## src/rtl/rr_mux2_arbiter.sv

```systemverilog
// Two-input round-robin burst arbiter feeding one registered output beat.
// A requester keeps the grant until it delivers a beat with last set; ties
// in IDLE are broken by a one-bit pointer that favours whoever lost most
// recently.
module rr_mux2_arbiter #(
    parameter int unsigned WIDTH = 8
) (
    input  logic             clk,
    input  logic             rst_n,

    input  logic             in0_valid,
    input  logic [WIDTH-1:0] in0_data,
    input  logic             in0_last,
    output logic             in0_ready,

    input  logic             in1_valid,
    input  logic [WIDTH-1:0] in1_data,
    input  logic             in1_last,
    output logic             in1_ready,

    output logic             out_valid,
    output logic [WIDTH-1:0] out_data,
    output logic             out_last,
    input  logic             out_ready,
    output logic             out_sel,

    output logic             busy
);

    typedef enum logic [1:0] {StIdle, StLock0, StLock1} state_e;

    state_e           state_q, state_d;
    logic             ptr_q, ptr_d;
    logic             out_valid_q, out_valid_d;
    logic [WIDTH-1:0] out_data_q, out_data_d;
    logic             out_last_q, out_last_d;
    logic             out_sel_q, out_sel_d;

    logic             load_en;
    logic             xfer0;
    logic             xfer1;

    assign load_en = !out_valid_q || out_ready;
    assign xfer0   = in0_valid && in0_ready;
    assign xfer1   = in1_valid && in1_ready;

    // Grant decode: readies depend only on state, pointer and handshake signals.
    always_comb begin
        in0_ready = 1'b0;
        in1_ready = 1'b0;
        if (rst_n && load_en) begin
            unique case (state_q)
                StIdle: begin
                    if (in0_valid && (!in1_valid || !ptr_q)) begin
                        in0_ready = 1'b1;
                    end else if (in1_valid) begin
                        in1_ready = 1'b1;
                    end
                end
                StLock0: in0_ready = 1'b1;
                StLock1: in1_ready = 1'b1;
                default: ;
            endcase
        end
    end

    // Next state, pointer and output register contents.
    always_comb begin
        state_d     = state_q;
        ptr_d       = ptr_q;
        out_valid_d = out_valid_q;
        out_data_d  = out_data_q;
        out_last_d  = out_last_q;
        out_sel_d   = out_sel_q;
        if (xfer0) begin
            out_valid_d = 1'b1;
            out_data_d  = in0_data;
            out_last_d  = in0_last;
            out_sel_d   = 1'b0;
            if (in0_last) begin
                state_d = StIdle;
                ptr_d   = 1'b1;
            end else begin
                state_d = StLock0;
            end
        end else if (xfer1) begin
            out_valid_d = 1'b1;
            out_data_d  = in1_data;
            out_last_d  = in1_last;
            out_sel_d   = 1'b1;
            if (in1_last) begin
                state_d = StIdle;
                ptr_d   = 1'b0;
            end else begin
                state_d = StLock1;
            end
        end else if (out_ready) begin
            out_valid_d = 1'b0;
        end
    end

    // State and output registers with synchronous active-low reset.
    always_ff @(posedge clk) begin
        if (!rst_n) begin
            state_q     <= StIdle;
            ptr_q       <= 1'b0;
            out_valid_q <= 1'b0;
            out_data_q  <= '0;
            out_last_q  <= 1'b0;
            out_sel_q   <= 1'b0;
        end else begin
            state_q     <= state_d;
            ptr_q       <= ptr_d;
            out_valid_q <= out_valid_d;
            out_data_q  <= out_data_d;
            out_last_q  <= out_last_d;
            out_sel_q   <= out_sel_d;
        end
    end

    assign out_valid = out_valid_q;
    assign out_data  = out_data_q;
    assign out_last  = out_last_q;
    assign out_sel   = out_sel_q;
    // Forced low during reset so a stale lock never shows before the reset edge.
    assign busy      = rst_n && (state_q != StIdle);

endmodule

```

## config.mk

```make
export PLATFORM = sky130hd
export DESIGN_NAME = rr_mux2_arbiter
export DESIGN_NICKNAME = d
export VERILOG_FILES = /design/src/rtl/rr_mux2_arbiter.sv
export SDC_FILE = /design/constraint.sdc
export NUM_CORES = 1
export LEC_CHECK = 0
export CORE_MARGIN = 1.5
export CORE_UTILIZATION = 32
export DETAILED_ROUTE_END_ITERATION = 12
export PLACE_DENSITY = 0.69
export REMOVE_ABC_BUFFERS = 1
export SLEW_MARGIN = 0
export SYNTH_ARGS = -nofsm -noshare
export SYNTH_HDL_FRONTEND = slang
export SYNTH_SLANG_ARGS = --single-unit
```

## constraint.sdc

```tcl
create_clock -name clk -period 2 [get_ports clk]
set_clock_uncertainty 0.15 [all_clocks]
set_input_delay 0.2 -clock clk [delete_from_list [all_inputs] [get_ports clk]]
set_output_delay 0.2 -clock clk [all_outputs]
set_load 0.02 [all_outputs]
```

==> results of run 1 <==
==> layer usage <==
layer  vias up  global-route usage [%]
li1        355                       -
met1       311                    15.5
met2        28                    25.1
met3         0                    4.85
met4         0                    6.94
met5         -                       0
==> per-stage QoR <==
step / instance area [um^2] / hold WS [ps] / setup WS [ps] / cells / power, mW
after floorplan: 663 / 180 / 556 / 73 / 0.419
after global placement: 1090 / 309 / 52.2 / 139 / 0.532
after detailed placement: 1090 / 322 / 39.8 / 139 / 0.535
after CTS: 1110 / 345 / 25.4 / 142 / 0.691
after global routing: 1120 / 369 / 40.6 / 142 / 0.718
final: 1120 / 338 / 136 / 142 / 0.681
==> cell usage in the layout, fill, tap and decap left out <==
cell type	n
nand4_1	1
dlymetal6s2s_1	2
nor3_1	2
clkbuf_4	3
o211ai_1	1
o21ai_0	9
nor2b_2	1
nand2b_2	1
dfxtp_1	14
nand2_1	4
nand2b_1	1
buf_12	1
mux2i_1	8
nand4_2	1
nor2b_1	1
nor2b_4	1
a2bb2oi_1	1
a21oi_1	13
nor3b_2	1
o211a_4	1
nand3_1	2
nand3b_1	1
o21ba_1	1
nor2_1	5
o21ai_1	1
inv_1	2
buf_4	2
clkdlybuf4s50_1	34
==> kinds of logic after synthesis <==
family                 Yosys count  share of synthesized area (%)
AOI/OAI and AO/OA               27                           22.9
and+or+nand+nor                 22                           19.6
DFF                             14                           40.4
muxes                            8                           11.5
buffers and inverters            6                           5.58
==> worst paths after layout <==
| check | startpoint | end | slack (ps) | cells after the start |
|---|---|---|---|---|
| worst max-delay path | rst_n | busy | 140 | 4 |
| worst min-delay path | out_sel | out_sel | 340 | 1 |
| worst min register to register | out_sel | out_sel | 340 | 1 |
| worst max register to register | state_q[0] | out_data[4] | 580 | 5 |
==> sequential cells by signal, summed over array words and instances (netlist names) <==
register   flops
out_data       8
state_q        2
ptr_q          1
out_sel        1
out_valid      1
out_last       1
==> cell type report <==
class / instances / area (um^2) / area share, %
clock buffers: 3 / 22.5 / 2.01
inverters: 2 / 7.51 / 0.670
multi-input cells: 57 / 375 / 33.5
flip-flops and latches: 14 / 280 / 25.0
well taps: 27 / 33.8 / 3.02
repair buffers: 39 / 400 / 35.8
==> repair_timing <==
| item | 4_1_cts | 5_1_grt |
|---|---|---|
| resized for setup | 0 | 2 |
| endpoints found under the setup margin | 0 | 2 |
| setup buffers | 0 | 0 |
| hold buffers | 0 | 0 |
==> synthesized netlist by cell type (2+ instances only) <==
library cell  instances
a21oi_1              13
buf_6                 2
dfxtp_1              14
inv_1                 2
mux2i_1               8
nand2_1               4
nand3_1               2
nor2_1                5
nor3_1                2
o21ai_0               9
==> power by group through the flow <==
| stage | registers, mW | clock network [mW] | logic [mW] |
|---|---|---|---|
| after floorplan | 0.344 | 0 | 0.0751 |
| after global placement | 0.320 | 0 | 0.211 |
| after detailed placement | 0.321 | 0 | 0.214 |
| after CTS | 0.316 | 0.160 | 0.215 |
| after global routing | 0.319 | 0.169 | 0.230 |
| final | 0.315 | 0.154 | 0.212 |
==> impl_metrics.json, run 1 <==
{
  "seq_power_share_pct": 46.3,
  "dieArea_mm2": 0.00246,
  "rows": 16,
  "status": "completed",
  "gp_congestion": 0.803,
  "drive_gt1_share_pct": 10.4,
  "p_int_mw": 0.489,
  "drt_first_iter_violations": 6,
  "start_util_pct": 34.7,
  "ys_ff_latch": 14,
  "crit_family": "buffers and inverters",
  "utilization_pct": 55.9,
  "worst_pin_slew_ps": 232,
  "clk_pin_slew_ps": 80,
  "period_share_pct": 93.2,
  "die_h_um": 49.6,
  "drv_slew": 0,
  "critPathSlowestCell": "clkdlybuf4s50_1",
  "clock.fmax_ghz": 0.537,
  "path_cells": "clkdlybuf4s50_1 -> inv_1 -> nor2_1 -> clkdlybuf4s50_1",
  "rsz0062_at_grt": "false",
  "synth.distinct_cells": 26,
  "leakage_nw": 0.498,
  "hp-class": "flip-flop to flip-flop",
  "met1_length_um": 698,
  "overflow": 0,
  "cp.required_ps": 1650,
  "io_pins": 37,
  "syn_area_um2": 694,
  "synth_area_leaders": "dfxtp_1 (40%), mux2i_1 (12%), a21oi_1 (9.4%)",
  "arrival_ps": 1510,
  "dr_wl_met2_um": 771,
  "layout_min_cycle_time_ps": 1860,
  "finalHoldViolCount": 0,
  "cpPeakStageDelay_ps": 610,
  "drv_cap": 0,
  "cts_root_buffer": "clkbuf_4",
  "wl_per_cell_um": 11.5,
  "path_buf_inv": 3,
  "dr_total_vias": 694,
  "yosys.area.top_type_share_pct": 40.4,
  "die_width_um": 49.6,
  "swShare_pct": 28.2,
  "max-vdd-ir-drop_uv": 302,
  "viasPerCell": 4.89,
  "tns_ps": 0,
  "cts_sinks": 14,
  "met3_wirelength_um": 169,
  "combPwrFrac_pct": 31.1,
  "relSlewSlack_pct": 84.5,
  "path_class": "input port to primary output",
  "syn_to_final_growth_pct": 61.3,
  "htree_levels": 1,
  "fin_nets": 140,
  "power.density_mw_per_mm2": 608,
  "clock_power_share_pct": 22.6,
  "first_pass_iters": 3,
  "start_kind": "input port",
  "synth-seq-area-share_pct": 40.4,
  "insertion_delay_ps": 270,
  "place_hpwl_um": 1240,
  "grt_pass1_vias": 667,
  "antenna_found_initial": 0,
  "end_kind": "primary output",
  "synth_top_flop_cell": "dfxtp_1",
  "crit_top_cell": "clkdlybuf4s50_1",
  "yosys.area.top_type": "dfxtp_1",
  "routed_wl_um": 1640,
  "syn-instance-count": 77,
  "async_flop_share_pct": 0,
  "cts_tree": "built",
  "synth-edff-count": 0,
  "syn_area_per_cell_um2": 9.02,
  "power.switching_mw": 0.192,
  "ant_nets": 0,
  "track_usage_pct": 14.4,
  "drc_errors": 0,
  "yosys_warnings": 0,
  "grt_max_degree": 19,
  "port_buffers": 36,
  "core_area_mm2": 0.00200,
  "grt_pass1_wl_um": 2760,
  "numCtsBuffers": 3,
  "setup_viol": 0,
  "cp_max_fo": 4,
  "routed.top_layer": "met3",
  "n_antenna_cell": 0,
  "fillers": 187,
  "cts_max_path_buffers": 2
}
(Power assumes the default switching activity.)
==> run 2, diff against run 1 <==
--- a/config.mk
+++ b/config.mk
@@ -10,6 +10,7 @@
 export DETAILED_ROUTE_END_ITERATION = 12
 export PLACE_DENSITY = 0.69
 export REMOVE_ABC_BUFFERS = 1
+export SKIP_LAST_GASP = 1
 export SLEW_MARGIN = 0
 export SYNTH_ARGS = -nofsm -noshare
 export SYNTH_HDL_FRONTEND = slang
==> constraint.sdc (replaced) <==
create_clock -name clk -period 2 [get_ports clk]
set_clock_uncertainty 0.15 [all_clocks]
set_input_delay 0.4 -clock clk [delete_from_list [all_inputs] [get_ports clk]]
set_output_delay 0.4 -clock clk [all_outputs]
set_load 0.02 [all_outputs]
==> run 2 against run 1 <==
Effect of this change: worst setup slack worse by 89 ps; clock power down 4%; critical path depth unchanged; power down 0.87%; largest power group unchanged; global-route usage down 0.12 points; worst hold slack better by 3.9 ps; sequential power about the same; core utilization up 0.31 points; combinational power about the same; die area unchanged; critical path type unchanged; critical endpoint unchanged.
==> impl_metrics.json, run 2 (synthesis gave the netlist of run 1 again) <==
{
  "overflow": 0,
  "fillers": 187,
  "grt_pass1_vias": 668,
  "path_class": "input port to primary output",
  "arrival_ps": 1400,
  "core_area_mm2": 0.00200,
  "place_area_mm2": 0.00111,
  "largest_register_ff_count": 8,
  "clock_power_share_pct": 21.9,
  "hold_path_depth": 1,
  "cp.required_ps": 1450,
  "cts_root_buffer": "clkbuf_4",
  "viasPerCell": 4.74,
  "layout_setup_ws_ps": 47.6,
  "p_total_mw": 0.675,
  "power.density_mw_per_mm2": 600,
  "dr_total_vias": 687,
  "hp-class": "flip-flop to flip-flop",
  "p_int_mw": 0.490,
  "cts_tree": "built",
  "drc_errors": 0,
  "ant_nets": 0,
  "pre_cts_ws_ps": -354,
  "clk_pin_slew_ps": 80,
  "wl_per_cell_um": 11.2,
  "clock.fmax_ghz": 0.512,
  "fin_cells": 145,
  "utilization_pct": 56.3,
  "drive_gt1_share_pct": 14.4,
  "setup_viol": 0,
  "period_share_pct": 97.6,
  "status": "completed",
  "n_antenna_cell": 0,
  "layout_min_cycle_time_ps": 1950,
  "relSlewSlack_pct": 84.6,
  "syn_to_final_growth_pct": 62.2,
  "fin_nets": 143,
  "swShare_pct": 27.4,
  "combPwrFrac_pct": 31.6,
  "leakage_nw": 0.488,
  "seq_power_share_pct": 46.6,
  "layout_commonest_cell": "clkdlybuf4s50_1",
  "final_cell_mix": "clkdlybuf4s50_1 (33), dfxtp_1 (14), a21oi_1 (13), o21ai_0 (9), mux2i_1 (8)",
  "rows": 16,
  "track_usage_pct": 14.3,
  "holdWs_ps": 342,
  "max-vdd-ir-drop_uv": 328,
  "cts_max_path_buffers": 2,
  "numCtsBuffers": 3,
  "start_kind": "input port",
  "cts_sinks": 14,
  "dieArea_mm2": 0.00246,
  "insertion_delay_ps": 260,
  "place_hpwl_um": 1250,
  "io_pins": 37,
  "routed_wl_um": 1620,
  "gp_congestion": 0.812,
  "cp_max_fo": 3,
  "placed_cells": 142,
  "die_width_um": 49.6,
  "r2r_cells": 5,
  "start_util_pct": 34.7,
  "power.switching_mw": 0.185,
  "finalHoldViolCount": 0,
  "die_h_um": 49.6,
  "drv_slew": 0,
  "first_pass_iters": 2,
  "end_kind": "primary output",
  "postCtsSetupBuffers": 0,
  "htree_levels": 1,
  "tns_ps": 0,
  "drv_cap": 0,
  "holdBufCountCts": 0,
  "grt_pass1_wl_um": 2800,
  "rsz0062_at_grt": "true",
  "drt_first_iter_violations": 1,
  "port_buffers": 36,
  "stdcell_area_mm2": 0.00113,
  "antenna_found_initial": 0,
  "grt_max_degree": 19,
  "worst_pin_slew_ps": 231
}
run 2: cell types whose count changed in the layout (fill, tap and decap cells not counted), sizes merged:
cell	before	now
clkbuf	3	4
buf	3	7
clkdlybuf4s50	34	33
dlymetal6s2s	2	0
dlygate4sd2	0	1
run 2: metal layers:
metal / GRT usage (%) / share of wire, % / up-vias
li1: - / - / 358
met1: 16.9 / 45 / 301
met2: 24.2 / 46 / 28
met3: 5.15 / 9.2 / 0
met4: 4.17 / 0 / 0
met5: 0 / 0 / -
run 2: path summary, 6_finish.rpt:
kind	startpoint	to	slack, ps
setup / recovery	rst_n	busy	50
hold / removal	out_sel	out_sel	340
setup reg to reg	state_q[0]	out_data[2]	590
hold reg to reg	out_sel	out_sel	340
run 2: critical path: stages:
cell,delay [ps]
clkdlybuf4s50_1,510
inv_1,70
nor2_1,90
dlygate4sd2_1,340
run 2: area by class of cell:
type                    instances  area [um^2]  share of cell area [%]
flip-flops and latches         14          280                    24.9
clock buffers                   3         22.5                    2.00
well taps                      27         33.8                    3.00
inverters                       2         7.51                   0.667
multi-input cells              57          375                    33.3
repair buffers                 42          407                    36.1
run 2: power by group through the flow:
stage | sequential [mW] | combinational, mW | clock (mW)
after floorplan | 0.344 | 0.0751 | 0
after global placement | 0.320 | 0.216 | 0
after detailed placement | 0.321 | 0.219 | 0
after CTS | 0.315 | 0.218 | 0.157
after global routing | 0.318 | 0.232 | 0.175
final | 0.314 | 0.213 | 0.148
run 2: timing repair:
action | in CTS | in global routing
cloned | 0 | 0
endpoints found under the setup margin | 3 | 2
gates resized for setup | 6 | 4
==> run 3, diff against run 2 <==
--- a/config.mk
+++ b/config.mk
@@ -10,7 +10,6 @@
 export DETAILED_ROUTE_END_ITERATION = 12
 export PLACE_DENSITY = 0.69
 export REMOVE_ABC_BUFFERS = 1
-export SKIP_LAST_GASP = 1
 export SLEW_MARGIN = 0
 export SYNTH_ARGS = -nofsm -noshare
 export SYNTH_HDL_FRONTEND = slang
==> run 3 against run 2 <==
Effect of this change: sequential share of layout area is 0.11 points lower; final area is 0.44% higher; critical endpoint unchanged; routed wire length is 0.25% higher; largest cell class unchanged.
==> impl_metrics.json, run 3 (synthesis gave the netlist of run 1 again) <==
{
  "start_kind": "input port",
  "drv_slew": 0,
  "hp-class": "flip-flop to flip-flop",
  "die_width_um": 49.6,
  "place_hpwl_um": 1250,
  "track_usage_pct": 14.3,
  "drv_cap": 0,
  "drt_first_iter_violations": 1,
  "start_util_pct": 34.7,
  "tns_ps": 0,
  "first_pass_iters": 2,
  "relSlewSlack_pct": 84.2,
  "drive_gt1_share_pct": 15.3,
  "syn_to_final_growth_pct": 62.9,
  "status": "completed",
  "fin_nets": 143,
  "swShare_pct": 27.5,
  "layout_commonest_cell": "clkdlybuf4s50_1",
  "ant_nets": 0,
  "cp_max_fo": 3,
  "rsz0062_at_grt": "false",
  "dr_total_vias": 689,
  "max-vdd-ir-drop_uv": 328,
  "finalHoldViolCount": 0,
  "grt_max_degree": 19,
  "end_kind": "primary output",
  "wl_per_cell_um": 11.2,
  "antenna_found_initial": 0,
  "holdWs_ps": 342,
  "setup_viol": 0,
  "rows": 16,
  "drc_errors": 0,
  "cts_root_buffer": "clkbuf_4",
  "cts_sinks": 14,
  "overflow": 0,
  "port_buffers": 36,
  "worst_pin_slew_ps": 236,
  "leakage_nw": 0.491,
  "clock.fmax_ghz": 0.515,
  "cts_max_path_buffers": 2,
  "cts_tree": "built",
  "insertion_delay_ps": 260,
  "layout_min_cycle_time_ps": 1940,
  "gp_congestion": 0.812,
  "p_int_mw": 0.490,
  "io_pins": 37,
  "clock_power_share_pct": 21.8,
  "power.switching_mw": 0.186,
  "die_h_um": 49.6,
  "grt_pass1_vias": 668,
  "clk_pin_slew_ps": 80,
  "core_area_mm2": 0.00200,
  "seq_power_share_pct": 46.5,
  "combPwrFrac_pct": 31.7,
  "cp.required_ps": 1450,
  "arrival_ps": 1390,
  "path_class": "input port to primary output",
  "holdBufCountCts": 0,
  "grt_pass1_wl_um": 2800,
  "htree_levels": 1,
  "routed_wl_um": 1630,
  "power.density_mw_per_mm2": 598,
  "dieArea_mm2": 0.00246,
  "period_share_pct": 97.1,
  "viasPerCell": 4.75,
  "largest_register_ff_count": 8,
  "numCtsBuffers": 3,
  "n_antenna_cell": 0,
  "final_cell_mix": "clkdlybuf4s50_1 (33), dfxtp_1 (14), a21oi_1 (13), o21ai_0 (9), mux2i_1 (8)"
}
[run 3: changes by cell type in the layout (fill, tap and decap cells not counted)]
cell,delta
nor3_2,+1
clkbuf_2,-1
buf_2,+1
nor3_1,-1
[run 3: what timing repair did]
action,in CTS,in global routing
setup endpoints to repair,3,2
resized for setup,10,2
buffers inserted,0,0
endpoints found under the hold margin,0,0
cloned,0,0
[run 3: metal layers]
layer  track usage, %  vias to the layer above  wire (um)
li1                 -                      357          -
met1             16.9                      304        732
met2             24.2                       28        744
met3             5.15                        0        149
met4             4.17                        0          0
met5                0                        -          0
[run 3: cell type report]
cell class                      count  area, um^2
Timing Repair Buffer               42         407
Sequential cell                    14         280
Inverter                            2        7.51
Clock buffer                        3        22.5
Tap cell                           27        33.8
Fill cell                         187         871
Multi-Input combinational cell     57         380
[run 3: final timing paths]
check        slack (ps)           to  depth (start not counted)  startpoint
max                  60         busy                          4       rst_n
min                 340      out_sel                          1     out_sel
max reg2reg         580  out_data[2]                          5  state_q[0]
min reg2reg         340      out_sel                          1     out_sel
[run 3: worst max-delay path: stages]
cell and delay (ps):
clkdlybuf4s50_1 500, inv_1 60, nor2_1 90, dlygate4sd2_1 340
[run 3: power groups by stage]
stage,registers [mW],clock network (mW),logic [mW]
floorplan,0.344,0,0.0751
global placement,0.320,0,0.216
detailed placement,0.321,0,0.219
CTS,0.315,0.157,0.217
global route,0.318,0.175,0.233
finish,0.315,0.148,0.214
[run 3: through the flow]
step	power (mW)	setup slack [ps]	util [%]	cell area (um^2)	cells
floorplan	0.419	313	-	663	73
global placement	0.536	-351	55.7	1110	142
detailed placement	0.540	-354	55.7	1110	142
CTS	0.689	4.12	56.6	1130	145
global route	0.727	10.5	56.5	1130	145
finish	0.676	58.4	56.5	1130	145
